**config.mk**
```make
export PLATFORM = sky130hd
export DESIGN_NAME = riscv_mc_controller
export DESIGN_NICKNAME = d
export VERILOG_FILES = /design/src/rtl/riscv_mc_controller_pkg.sv /design/src/rtl/riscv_alu_decoder.sv /design/src/rtl/riscv_mc_controller.sv
export SDC_FILE = /design/constraint.sdc
export NUM_CORES = 1
export LEC_CHECK = 0
export CAP_MARGIN = 30
export CORE_MARGIN = 2
export CORE_UTILIZATION = 41
export CTS_CLUSTER_DIAMETER = 30
export CTS_CLUSTER_SIZE = 10
export DETAILED_ROUTE_END_ITERATION = 7
export PLACE_DENSITY = 0.73
export SLEW_MARGIN = 10
export SYNTH_ARGS = -nofsm -noshare
export SYNTH_HDL_FRONTEND = slang
export SYNTH_HIERARCHICAL = 1
export SYNTH_SLANG_ARGS = --single-unit
```
**constraint.sdc**
```tcl
create_clock -name clk -period 1.47 [get_ports clk]
set_input_delay 0.147 -clock clk [delete_from_list [all_inputs] [get_ports clk]]
set_output_delay 0.147 -clock clk [all_outputs]
set_load 0.02 [all_outputs]
```
**src/rtl/riscv_mc_controller_pkg.sv**
```systemverilog
// Shared encodings for the multicycle RISC-V controller: FSM states, datapath mux codes,
// ALU operations, opcodes and the packed control bundle driven each cycle.
package riscv_mc_controller_pkg;

  localparam logic [3:0] S_FETCH     = 4'd0;
  localparam logic [3:0] S_DECODE    = 4'd1;
  localparam logic [3:0] S_MEMADR    = 4'd2;
  localparam logic [3:0] S_MEMREAD   = 4'd3;
  localparam logic [3:0] S_MEMWB     = 4'd4;
  localparam logic [3:0] S_MEMWRITE  = 4'd5;
  localparam logic [3:0] S_EXEC_R    = 4'd6;
  localparam logic [3:0] S_EXEC_I    = 4'd7;
  localparam logic [3:0] S_ALUWB     = 4'd8;
  localparam logic [3:0] S_BRANCH    = 4'd9;
  localparam logic [3:0] S_JAL       = 4'd10;
  localparam logic [3:0] S_JALR      = 4'd11;
  localparam logic [3:0] S_JALR_LINK = 4'd12;
  localparam logic [3:0] S_LUI       = 4'd13;
  localparam logic [3:0] S_AUIPC     = 4'd14;
  localparam logic [3:0] S_TRAP      = 4'd15;

  localparam logic [3:0] ALU_ADD   = 4'h0;
  localparam logic [3:0] ALU_SUB   = 4'h1;
  localparam logic [3:0] ALU_AND   = 4'h2;
  localparam logic [3:0] ALU_OR    = 4'h3;
  localparam logic [3:0] ALU_XOR   = 4'h4;
  localparam logic [3:0] ALU_SLT   = 4'h5;
  localparam logic [3:0] ALU_SLTU  = 4'h6;
  localparam logic [3:0] ALU_SLL   = 4'h7;
  localparam logic [3:0] ALU_SRL   = 4'h8;
  localparam logic [3:0] ALU_SRA   = 4'h9;
  localparam logic [3:0] ALU_PASSB = 4'hA;

  localparam logic [2:0] IMM_I = 3'b000;
  localparam logic [2:0] IMM_S = 3'b001;
  localparam logic [2:0] IMM_B = 3'b010;
  localparam logic [2:0] IMM_J = 3'b011;
  localparam logic [2:0] IMM_U = 3'b100;

  localparam logic [1:0] RES_ALUOUT = 2'b00;
  localparam logic [1:0] RES_DATA   = 2'b01;
  localparam logic [1:0] RES_ALURES = 2'b10;

  localparam logic [1:0] SRCA_PC    = 2'b00;
  localparam logic [1:0] SRCA_OLDPC = 2'b01;
  localparam logic [1:0] SRCA_RD1   = 2'b10;

  localparam logic [1:0] SRCB_RD2  = 2'b00;
  localparam logic [1:0] SRCB_IMM  = 2'b01;
  localparam logic [1:0] SRCB_FOUR = 2'b10;

  localparam logic [6:0] OP_LOAD   = 7'b0000011;
  localparam logic [6:0] OP_STORE  = 7'b0100011;
  localparam logic [6:0] OP_R      = 7'b0110011;
  localparam logic [6:0] OP_I      = 7'b0010011;
  localparam logic [6:0] OP_BRANCH = 7'b1100011;
  localparam logic [6:0] OP_JAL    = 7'b1101111;
  localparam logic [6:0] OP_JALR   = 7'b1100111;
  localparam logic [6:0] OP_LUI    = 7'b0110111;
  localparam logic [6:0] OP_AUIPC  = 7'b0010111;

  typedef struct packed {
    logic       mem_req;
    logic       mem_write;
    logic       adr_src;
    logic       ir_write;
    logic       pc_write;
    logic       reg_write;
    logic       retire;
    logic [1:0] result_src;
    logic [1:0] alu_src_a;
    logic [1:0] alu_src_b;
    logic [2:0] imm_src;
    logic [3:0] alu_control;
  } ctrl_t;

  // beq/bge/bgeu branch when the compare result is zero; bne/blt/bltu when it is not.
  function automatic logic br_take_on_zero(input logic [2:0] f3);
    return (f3 == 3'b000) || (f3[2] && f3[0]);
  endfunction

endpackage

```
**src/rtl/riscv_alu_decoder.sv**
```systemverilog
// funct3/funct7b5 to ALUControl for R-type and I-type ALU instructions.
module riscv_alu_decoder
  import riscv_mc_controller_pkg::*;
(
  input  logic [2:0] funct3,
  input  logic       funct7b5,
  input  logic       is_imm,
  output logic [3:0] alu_control
);

  always_comb begin
    alu_control = ALU_ADD;
    case (funct3)
      3'b000: alu_control = (funct7b5 && !is_imm) ? ALU_SUB : ALU_ADD;
      3'b001: alu_control = ALU_SLL;
      3'b010: alu_control = ALU_SLT;
      3'b011: alu_control = ALU_SLTU;
      3'b100: alu_control = ALU_XOR;
      // srai keeps its funct7b5 in the immediate, so it is honoured for I-type too
      3'b101: alu_control = funct7b5 ? ALU_SRA : ALU_SRL;
      3'b110: alu_control = ALU_OR;
      default: alu_control = ALU_AND;
    endcase
  end

endmodule

```
**src/rtl/riscv_mc_controller.sv**
```systemverilog
// Multicycle RV32I control FSM: sequences a shared-ALU, single-memory-port datapath,
// stalls on the MemReq/MemReady handshake and traps on illegal ops or bus timeout.
module riscv_mc_controller
  import riscv_mc_controller_pkg::*;
#(
  parameter int BUS_TIMEOUT = 16
) (
  input  logic       clk,
  input  logic       reset,
  input  logic [6:0] Op,
  input  logic [2:0] funct3,
  input  logic       funct7b5,
  input  logic       Zero,
  input  logic       MemReady,
  output logic       MemReq,
  output logic       MemWrite,
  output logic       AdrSrc,
  output logic       IRWrite,
  output logic       PCWrite,
  output logic       RegWrite,
  output logic [1:0] ResultSrc,
  output logic [1:0] ALUSrcA,
  output logic [1:0] ALUSrcB,
  output logic [2:0] ImmSrc,
  output logic [3:0] ALUControl,
  output logic       Retire,
  output logic       Illegal,
  output logic       BusTimeout
);

  localparam int CW = (BUS_TIMEOUT > 1) ? $clog2(BUS_TIMEOUT) : 1;

  logic [3:0]    state, state_n, dec_next;
  logic [CW-1:0] wait_cnt;
  logic          illegal_q, timeout_q;
  logic          timeout_hit;
  logic [3:0]    alu_dec;
  ctrl_t         c;

  riscv_alu_decoder u_alu_dec (
    .funct3      (funct3),
    .funct7b5    (funct7b5),
    .is_imm      (state == S_EXEC_I),
    .alu_control (alu_dec)
  );

  always_comb begin
    dec_next = S_TRAP;
    case (Op)
      OP_LOAD, OP_STORE: dec_next = S_MEMADR;
      OP_R:              dec_next = S_EXEC_R;
      OP_I:              dec_next = S_EXEC_I;
      OP_BRANCH:         dec_next = (funct3[2:1] == 2'b01) ? S_TRAP : S_BRANCH;
      OP_JAL:            dec_next = S_JAL;
      OP_JALR:           dec_next = S_JALR;
      OP_LUI:            dec_next = S_LUI;
      OP_AUIPC:          dec_next = S_AUIPC;
      default:           dec_next = S_TRAP;
    endcase
  end

  always_comb begin
    c       = '0;
    state_n = state;
    case (state)
      S_FETCH: begin
        c.mem_req = 1'b1;
        c.adr_src = 1'b0;
        if (MemReady) begin
          c.ir_write   = 1'b1;
          c.pc_write   = 1'b1;
          c.alu_src_a  = SRCA_PC;
          c.alu_src_b  = SRCB_FOUR;
          c.result_src = RES_ALURES;
          state_n      = S_DECODE;
        end
      end
      S_DECODE: begin
        c.alu_src_a = SRCA_OLDPC;
        c.alu_src_b = SRCB_IMM;
        c.imm_src   = (Op == OP_JAL) ? IMM_J : IMM_B;
        state_n     = dec_next;
      end
      S_MEMADR: begin
        c.alu_src_a = SRCA_RD1;
        c.alu_src_b = SRCB_IMM;
        c.imm_src   = (Op == OP_STORE) ? IMM_S : IMM_I;
        state_n     = (Op == OP_STORE) ? S_MEMWRITE : S_MEMREAD;
      end
      S_MEMREAD: begin
        c.mem_req = 1'b1;
        c.adr_src = 1'b1;
        if (MemReady) state_n = S_MEMWB;
      end
      S_MEMWB: begin
        c.result_src = RES_DATA;
        c.reg_write  = 1'b1;
        c.retire     = 1'b1;
        state_n      = S_FETCH;
      end
      S_MEMWRITE: begin
        c.mem_req   = 1'b1;
        c.mem_write = 1'b1;
        c.adr_src   = 1'b1;
        if (MemReady) begin
          c.retire = 1'b1;
          state_n  = S_FETCH;
        end
      end
      S_EXEC_R: begin
        c.alu_src_a   = SRCA_RD1;
        c.alu_src_b   = SRCB_RD2;
        c.alu_control = alu_dec;
        state_n       = S_ALUWB;
      end
      S_EXEC_I: begin
        c.alu_src_a   = SRCA_RD1;
        c.alu_src_b   = SRCB_IMM;
        c.imm_src     = IMM_I;
        c.alu_control = alu_dec;
        state_n       = S_ALUWB;
      end
      S_ALUWB: begin
        c.result_src = RES_ALUOUT;
        c.reg_write  = 1'b1;
        c.retire     = 1'b1;
        state_n      = S_FETCH;
      end
      S_BRANCH: begin
        // ALUOut still holds the target computed in DECODE
        c.alu_src_a   = SRCA_RD1;
        c.alu_src_b   = SRCB_RD2;
        c.result_src  = RES_ALUOUT;
        c.alu_control = funct3[2] ? (funct3[1] ? ALU_SLTU : ALU_SLT) : ALU_SUB;
        c.pc_write    = br_take_on_zero(funct3) ? Zero : !Zero;
        c.retire      = 1'b1;
        state_n       = S_FETCH;
      end
      S_JAL: begin
        c.pc_write   = 1'b1;
        c.result_src = RES_ALUOUT;
        c.alu_src_a  = SRCA_OLDPC;
        c.alu_src_b  = SRCB_FOUR;
        state_n      = S_ALUWB;
      end
      S_JALR: begin
        c.alu_src_a  = SRCA_RD1;
        c.alu_src_b  = SRCB_IMM;
        c.imm_src    = IMM_I;
        c.result_src = RES_ALURES;
        c.pc_write   = 1'b1;
        state_n      = S_JALR_LINK;
      end
      S_JALR_LINK: begin
        c.alu_src_a = SRCA_OLDPC;
        c.alu_src_b = SRCB_FOUR;
        state_n     = S_ALUWB;
      end
      S_LUI: begin
        c.alu_src_b   = SRCB_IMM;
        c.imm_src     = IMM_U;
        c.alu_control = ALU_PASSB;
        state_n       = S_ALUWB;
      end
      S_AUIPC: begin
        c.alu_src_a = SRCA_OLDPC;
        c.alu_src_b = SRCB_IMM;
        c.imm_src   = IMM_U;
        state_n     = S_ALUWB;
      end
      default: state_n = S_TRAP;
    endcase
    if (timeout_hit) state_n = S_TRAP;
  end

  // A MemReady on the final allowed wait cycle still completes the request
  assign timeout_hit = (BUS_TIMEOUT != 0) && c.mem_req && !MemReady &&
                       (wait_cnt == CW'(BUS_TIMEOUT - 1));

  always_ff @(posedge clk) begin
    if (reset) begin
      state     <= S_FETCH;
      wait_cnt  <= '0;
      illegal_q <= 1'b0;
      timeout_q <= 1'b0;
    end else begin
      state <= state_n;
      if (state == S_DECODE && dec_next == S_TRAP) illegal_q <= 1'b1;
      if (timeout_hit) timeout_q <= 1'b1;
      if ((BUS_TIMEOUT != 0) && c.mem_req && !MemReady && !timeout_hit)
        wait_cnt <= wait_cnt + 1'b1;
      else
        wait_cnt <= '0;
    end
  end

  assign MemReq     = c.mem_req   & ~reset;
  assign MemWrite   = c.mem_write & ~reset;
  assign IRWrite    = c.ir_write  & ~reset;
  assign PCWrite    = c.pc_write  & ~reset;
  assign RegWrite   = c.reg_write & ~reset;
  assign Retire     = c.retire    & ~reset;
  assign AdrSrc     = c.adr_src;
  assign ResultSrc  = c.result_src;
  assign ALUSrcA    = c.alu_src_a;
  assign ALUSrcB    = c.alu_src_b;
  assign ImmSrc     = c.imm_src;
  assign ALUControl = c.alu_control;
  assign Illegal    = illegal_q;
  assign BusTimeout = timeout_q;

endmodule

```
== Word-level counts from Yosys, hierarchy flattened ==
Cells that the tools add are included.
Word-level totals
  input port bits: 15
  bits in registers: 10
  output and inout port bits: 22
  word-level logic and storage cells: 107
Cells by class
  reductions and logical operators: 28
  add/subtract/negate cells: 1
  bitwise gates (word level): 8
  equal/unequal tests: 35
  muxes and demuxes: 31
Operator list (number)
  one-hot mux 4 bit (8 select lines): 2
  == test 4 bit, second input constant: 9
  one-hot mux 4 bit (7 select lines): 1
  == test 7 x 6 -> 1 bit, second input constant: 3
  == test 7 bit, second input constant: 3
  one-hot mux 2 bit (3 select lines): 3
  == test 4 x 3 -> 1 bit, second input constant: 4
  2-to-1 mux 4 bit: 4
  OR reduction 2 bit: 8
  == test 7 x 5 -> 1 bit, second input constant: 2
  one-hot mux 4 bit (3 select lines): 1
  OR reduction 6 bit: 2
  2-to-1 mux 1 bit: 11
  == test 3 bit, second input constant: 3
  2-to-1 mux 3 bit: 3
  != test 3 bit, second input constant: 3
  one-hot mux 3 bit (3 select lines): 1
  == test 4 x 2 -> 1 bit, second input constant: 2
  == test 7 x 2 -> 1 bit, second input constant: 1
  bitwise AND 1 bit: 6
  == test 3 x 2 -> 1 bit, second input constant: 2
  logical AND 1 bit: 6
  2-to-1 mux 6 bit: 1
  OR reduction 3 bit: 2
  other kinds (15): 20

== Longest topological paths before layout ==
  depth in word-level cells: 9
  depth in mapped cells: 6
  mapped depth without buffers: 5

== Modules after synthesis ==
Netlist, hierarchy kept.
By module, submodules not included
  riscv_mc_controller: cells an instance 154, area each 1059.8 µm², times used 1, seq. area each 200.2 µm²
  riscv_alu_decoder: cells an instance 10, area each 76.3 µm², times used 1, seq. area each 0.0 µm²

== Least setup slack after synthesis ==
Ideal clock, no wire load.
  path type: reg2out
  start: reg state[1]
  end: out PCWrite
  data required time: 1323 ps
  cell stages (with the launch flop): 5
  data arrival time: 1909 ps
  slack: -586 ps
  path buffers: 1
  cell sequence: dfxtp_1 -> clkbuf_1 -> or3b_1 -> nor4_1 -> o21bai_1
On the way
  longest elaborated chain between the ends: 4
  elaborated cells between the ends (all ways): 7
  classes of those cells: eq/ne: 3; mux: 1; bitwise: 1; reduce/logical: 2
Ends and longest elaborated chain
  start, declared: RTL line riscv_mc_controller.sv:33  | logic [3:0] state, state_n, dec_next;
  start signal, assigned: RTL line riscv_mc_controller.sv:187  | state <= state_n;
  == test 4 bit: RTL line riscv_mc_controller.sv:65  | case (state)
  OR reduction 2 bit (no line)
  one-hot mux 1 bit (3 select lines) *: RTL line riscv_mc_controller.sv:65
  bitwise AND 1 bit *: RTL line riscv_mc_controller.sv:200  | assign PCWrite = c.pc_write & ~reset;
  end, declared: RTL line riscv_mc_controller.sv:19  | output logic PCWrite,
Every way passes the cells marked *; elsewhere a longest branch is shown, timed or not.

== Final worst setup path ==
  start: reg state[3]
  end: reg state[2]
On the way
  longest elaborated chain between the ends: 7
  elaborated cells between the ends (all ways): 27
  classes of those cells: eq/ne: 17; mux: 3; reduce/logical: 7
Ends and longest elaborated chain
  == test 4 x 3 -> 1 bit (tied with other cells): RTL line riscv_mc_controller.sv:65
  OR reduction 3 bit (no line)
  2-to-1 mux 1 bit: RTL line riscv_mc_controller.sv:65
  logical AND 1 bit (2 in a row): RTL line riscv_mc_controller.sv:177  | assign timeout_hit = (BUS_TIMEOUT != 0) && c.mem_req && !MemReady &&
  != test 3 bit (no line)
  AND reduction 3 bit (no line)
Several ways; a longest one is shown, not always the timed one.
A chain may end at the register's enable or synchronous reset.

==> reports/metrics.csv <==
metric;value;unit
Max transition margin;0.697;
RSZ-0062 raised after global routing;true;
design area;2570;um^2
P_leak;1.11;nW
EDFF count, synth;0;
total negative setup slack;-7810;ps
area share of the largest cell type after synthesis;0.176;
Root Buffer;clkbuf_4;
Hold WS;531;ps
register area;213;um^2
main area contributors after synthesis;dfxtp_1 (18%), nor2_1 (6.3%), nand2_1 (5.0%);
via count;2061;
simple-gate area share of the yosys netlist;0.405;
initial antenna violation count;0;
RR Startpoint;state[3]$_SDFFE_PP0P_;
gpl congestion;0.908;
Fillers;64;
final worst-path cycle share;1.31;
1st-iter DRT viols;282;
initial core utilization;0.423;
total power;4.60;mW
Residual DRC;0;
Non-Filler Instances;298;
CP Data Required Time;1660;ps
Post-synth top flop;dfxtp_1;
commonest non-fill, non-tap cell in the layout;buf_4;
grt ovf;0;
PwrDens;1790;nW/um^2
Initial DRT Pass Iterations;6;
violated checks;negative setup slack;
clk_lat worst skew;290;ps
H-tree depth;1;
synthesized area;1140;um^2
Final Net Count;285;
Max-Cap Viols;0;
die height;56.6;um
maximum clock path buffer count;2;
mux cell area share after synthesis;0.0198;
CP max FO;5;
post-synthesis adder-cell area fraction;0.0110;
die width;56.6;um
Switching Share;0.482;
Crit. End Element;register;
largest net degree at the start of global routing;16;
hold_sp;wait_cnt[0]$_SDFF_PP0_;
ys async rst share;0;
Seq/Total Area, Yosys;0.176;
CP Class;reg -> reg;
Slew @ Worst Pin;449;ps
I/O pin count;37;
CTS tree;built;
antenna diode count;0;
Post-DP Area;1930;um^2
layout cells sized above 1;0.625;
post-synthesis compound-gate area fraction;0.275;
largest family of logic cells by synthesized area;simple AND/OR/NAND/NOR gates;
syn avg cell area;6.93;um^2
CORE AREA;2690;um^2
Final Hold Viols;0;
area occupied by multi-input gates;1250;um^2
vias in the first global route;1796;
Switching Power;2.22;mW
Total Routing Usage GR;0.351;
Comb power frac;0.845;
PortBufs;36;
post-synth top area cell;dfxtp_1;
fmax;520;MHz
crit path from;state[3]$_SDFFE_PP0P_;
Post-Route WL;8.22;mm
most frequent cells in the layout;buf_4 (65), buf_6 (27), nand2_1 (11), dlygate4sd2_1 (11), nor2_1 (9);
Clock Pin Slew Worst Setup and Hold Paths;60;ps
Detail Route Antenna Nets;0;
Wirelength per Cell;27.6;um
Syn Inst Count;164;
Internal;2.38;mW
sequential power share;0.109;
Slew Viols, Final;0;
Worst setup SP type;register;
Final setup violation count;30;
post-route worst setup slack;-453;ps
# hold bufs at CTS;0;
Mapped Nets;180;
status;finished, violations left;
Hold Path Class;reg -> reg;
register bit total from synthesis;10;
vias per cell;6.92;
pre-CTS WS;-797;ps
Placed Cells;269;
crit path DAT;2110;ps
clk_skew;16.1;ps
Synthesis Warnings;6;
Post-Synth XOR/XNOR Area;0.0385;
first-pass GRT wire length;8.72;mm
hpwl dp;3.05;mm
minimum clock period;1920;ps
clock share of power;0.046;
Cell Rows;19;
fin util;0.959;
Num CTS Buffers;3;
die area;3210;um^2
CTS sink cnt;10;
count of cell types in the netlist;61;
Peak supply drop;2.09;mV
Synth-to-Final Area Change;127;%
state kept, by name, summed over array words and instances, names as in the netlist:
register	flops
state	4
Illegal	1
wait_cnt	4
BusTimeout	1
power by group through the flow:
stage	clock, mW	sequential, mW	combinational [mW]
floorplan	0	0.391	1.34
finish	0.213	0.500	3.89
CTS	0.187	0.463	2.82
global placement	0	0.434	2.27
global route	0.206	0.494	3.95
detailed placement	0	0.436	2.33
kinds of logic (layout without fill, tap and decap cells):
| family | after synthesis | in the layout |
|---|---|---|
| AND/OR/NAND/NOR | 84 | 84 |
| XOR/XNOR | 5 | 5 |
| flip-flops | 10 | 10 |
| AO/OA/AOI/OAI | 41 | 41 |
| buffers and inverters | 21 | 124 |
| multiplexers | 2 | 2 |
| adder cells (fa/ha/maj) | 1 | 1 |
metal layers:
| metal | vias up | share of wire | global-route usage |
|---|---|---|---|
| met4 | 0 | 0.096 | 0.207 |
| met2 | 205 | 0.44 | 0.615 |
| li1 | 809 | - | - |
| met1 | 954 | 0.34 | 0.377 |
| met5 | - | 0 | 0 |
| met3 | 93 | 0.12 | 0.0829 |
cells in the mapped netlist (3+ instances only):
library cell,number
a211oi_1,4
a21oi_1,6
a221oi_1,3
a31oi_1,3
clkbuf_1,9
dfxtp_1,10
inv_1,8
nand2_1,15
nand2b_1,9
nand3_1,5
nor2_1,19
nor2b_1,3
nor3_1,6
nor3b_1,4
nor4_1,3
xnor2_1,3
cell type report:
class,instances,share of cell area
repair buffers,112,0.394
clock buffers,3,0.00875
well taps,31,0.0151
inverters,9,0.0151
flip-flops and latches,10,0.0826
multi-input cells,133,0.485
repair_timing:
action,in CTS,in global routing
buffers inserted,13,16
endpoints found under the setup margin,29,30
gates cloned,0,1
resized for setup,171,55
pin swaps,15,14
worst paths after layout:
path / to / cells after the start / slack [ps]
max: state[2]$_SDFFE_PP0P_ / 6 / -450
min: wait_cnt[0]$_SDFF_PP0_ / 1 / 530
max reg2reg: state[2]$_SDFFE_PP0P_ / 6 / -450
min reg2reg: wait_cnt[0]$_SDFF_PP0_ / 1 / 530
critical path, cell delays in order, from the launching register on:
cell	delay (ps)
dfxtp_4	380
buf_6	130
or4b_4	500
buf_6	140
or2_0	210
o22a_1	250
a211oi_2	220
Note: power is estimated with default switching activity, not from simulation.
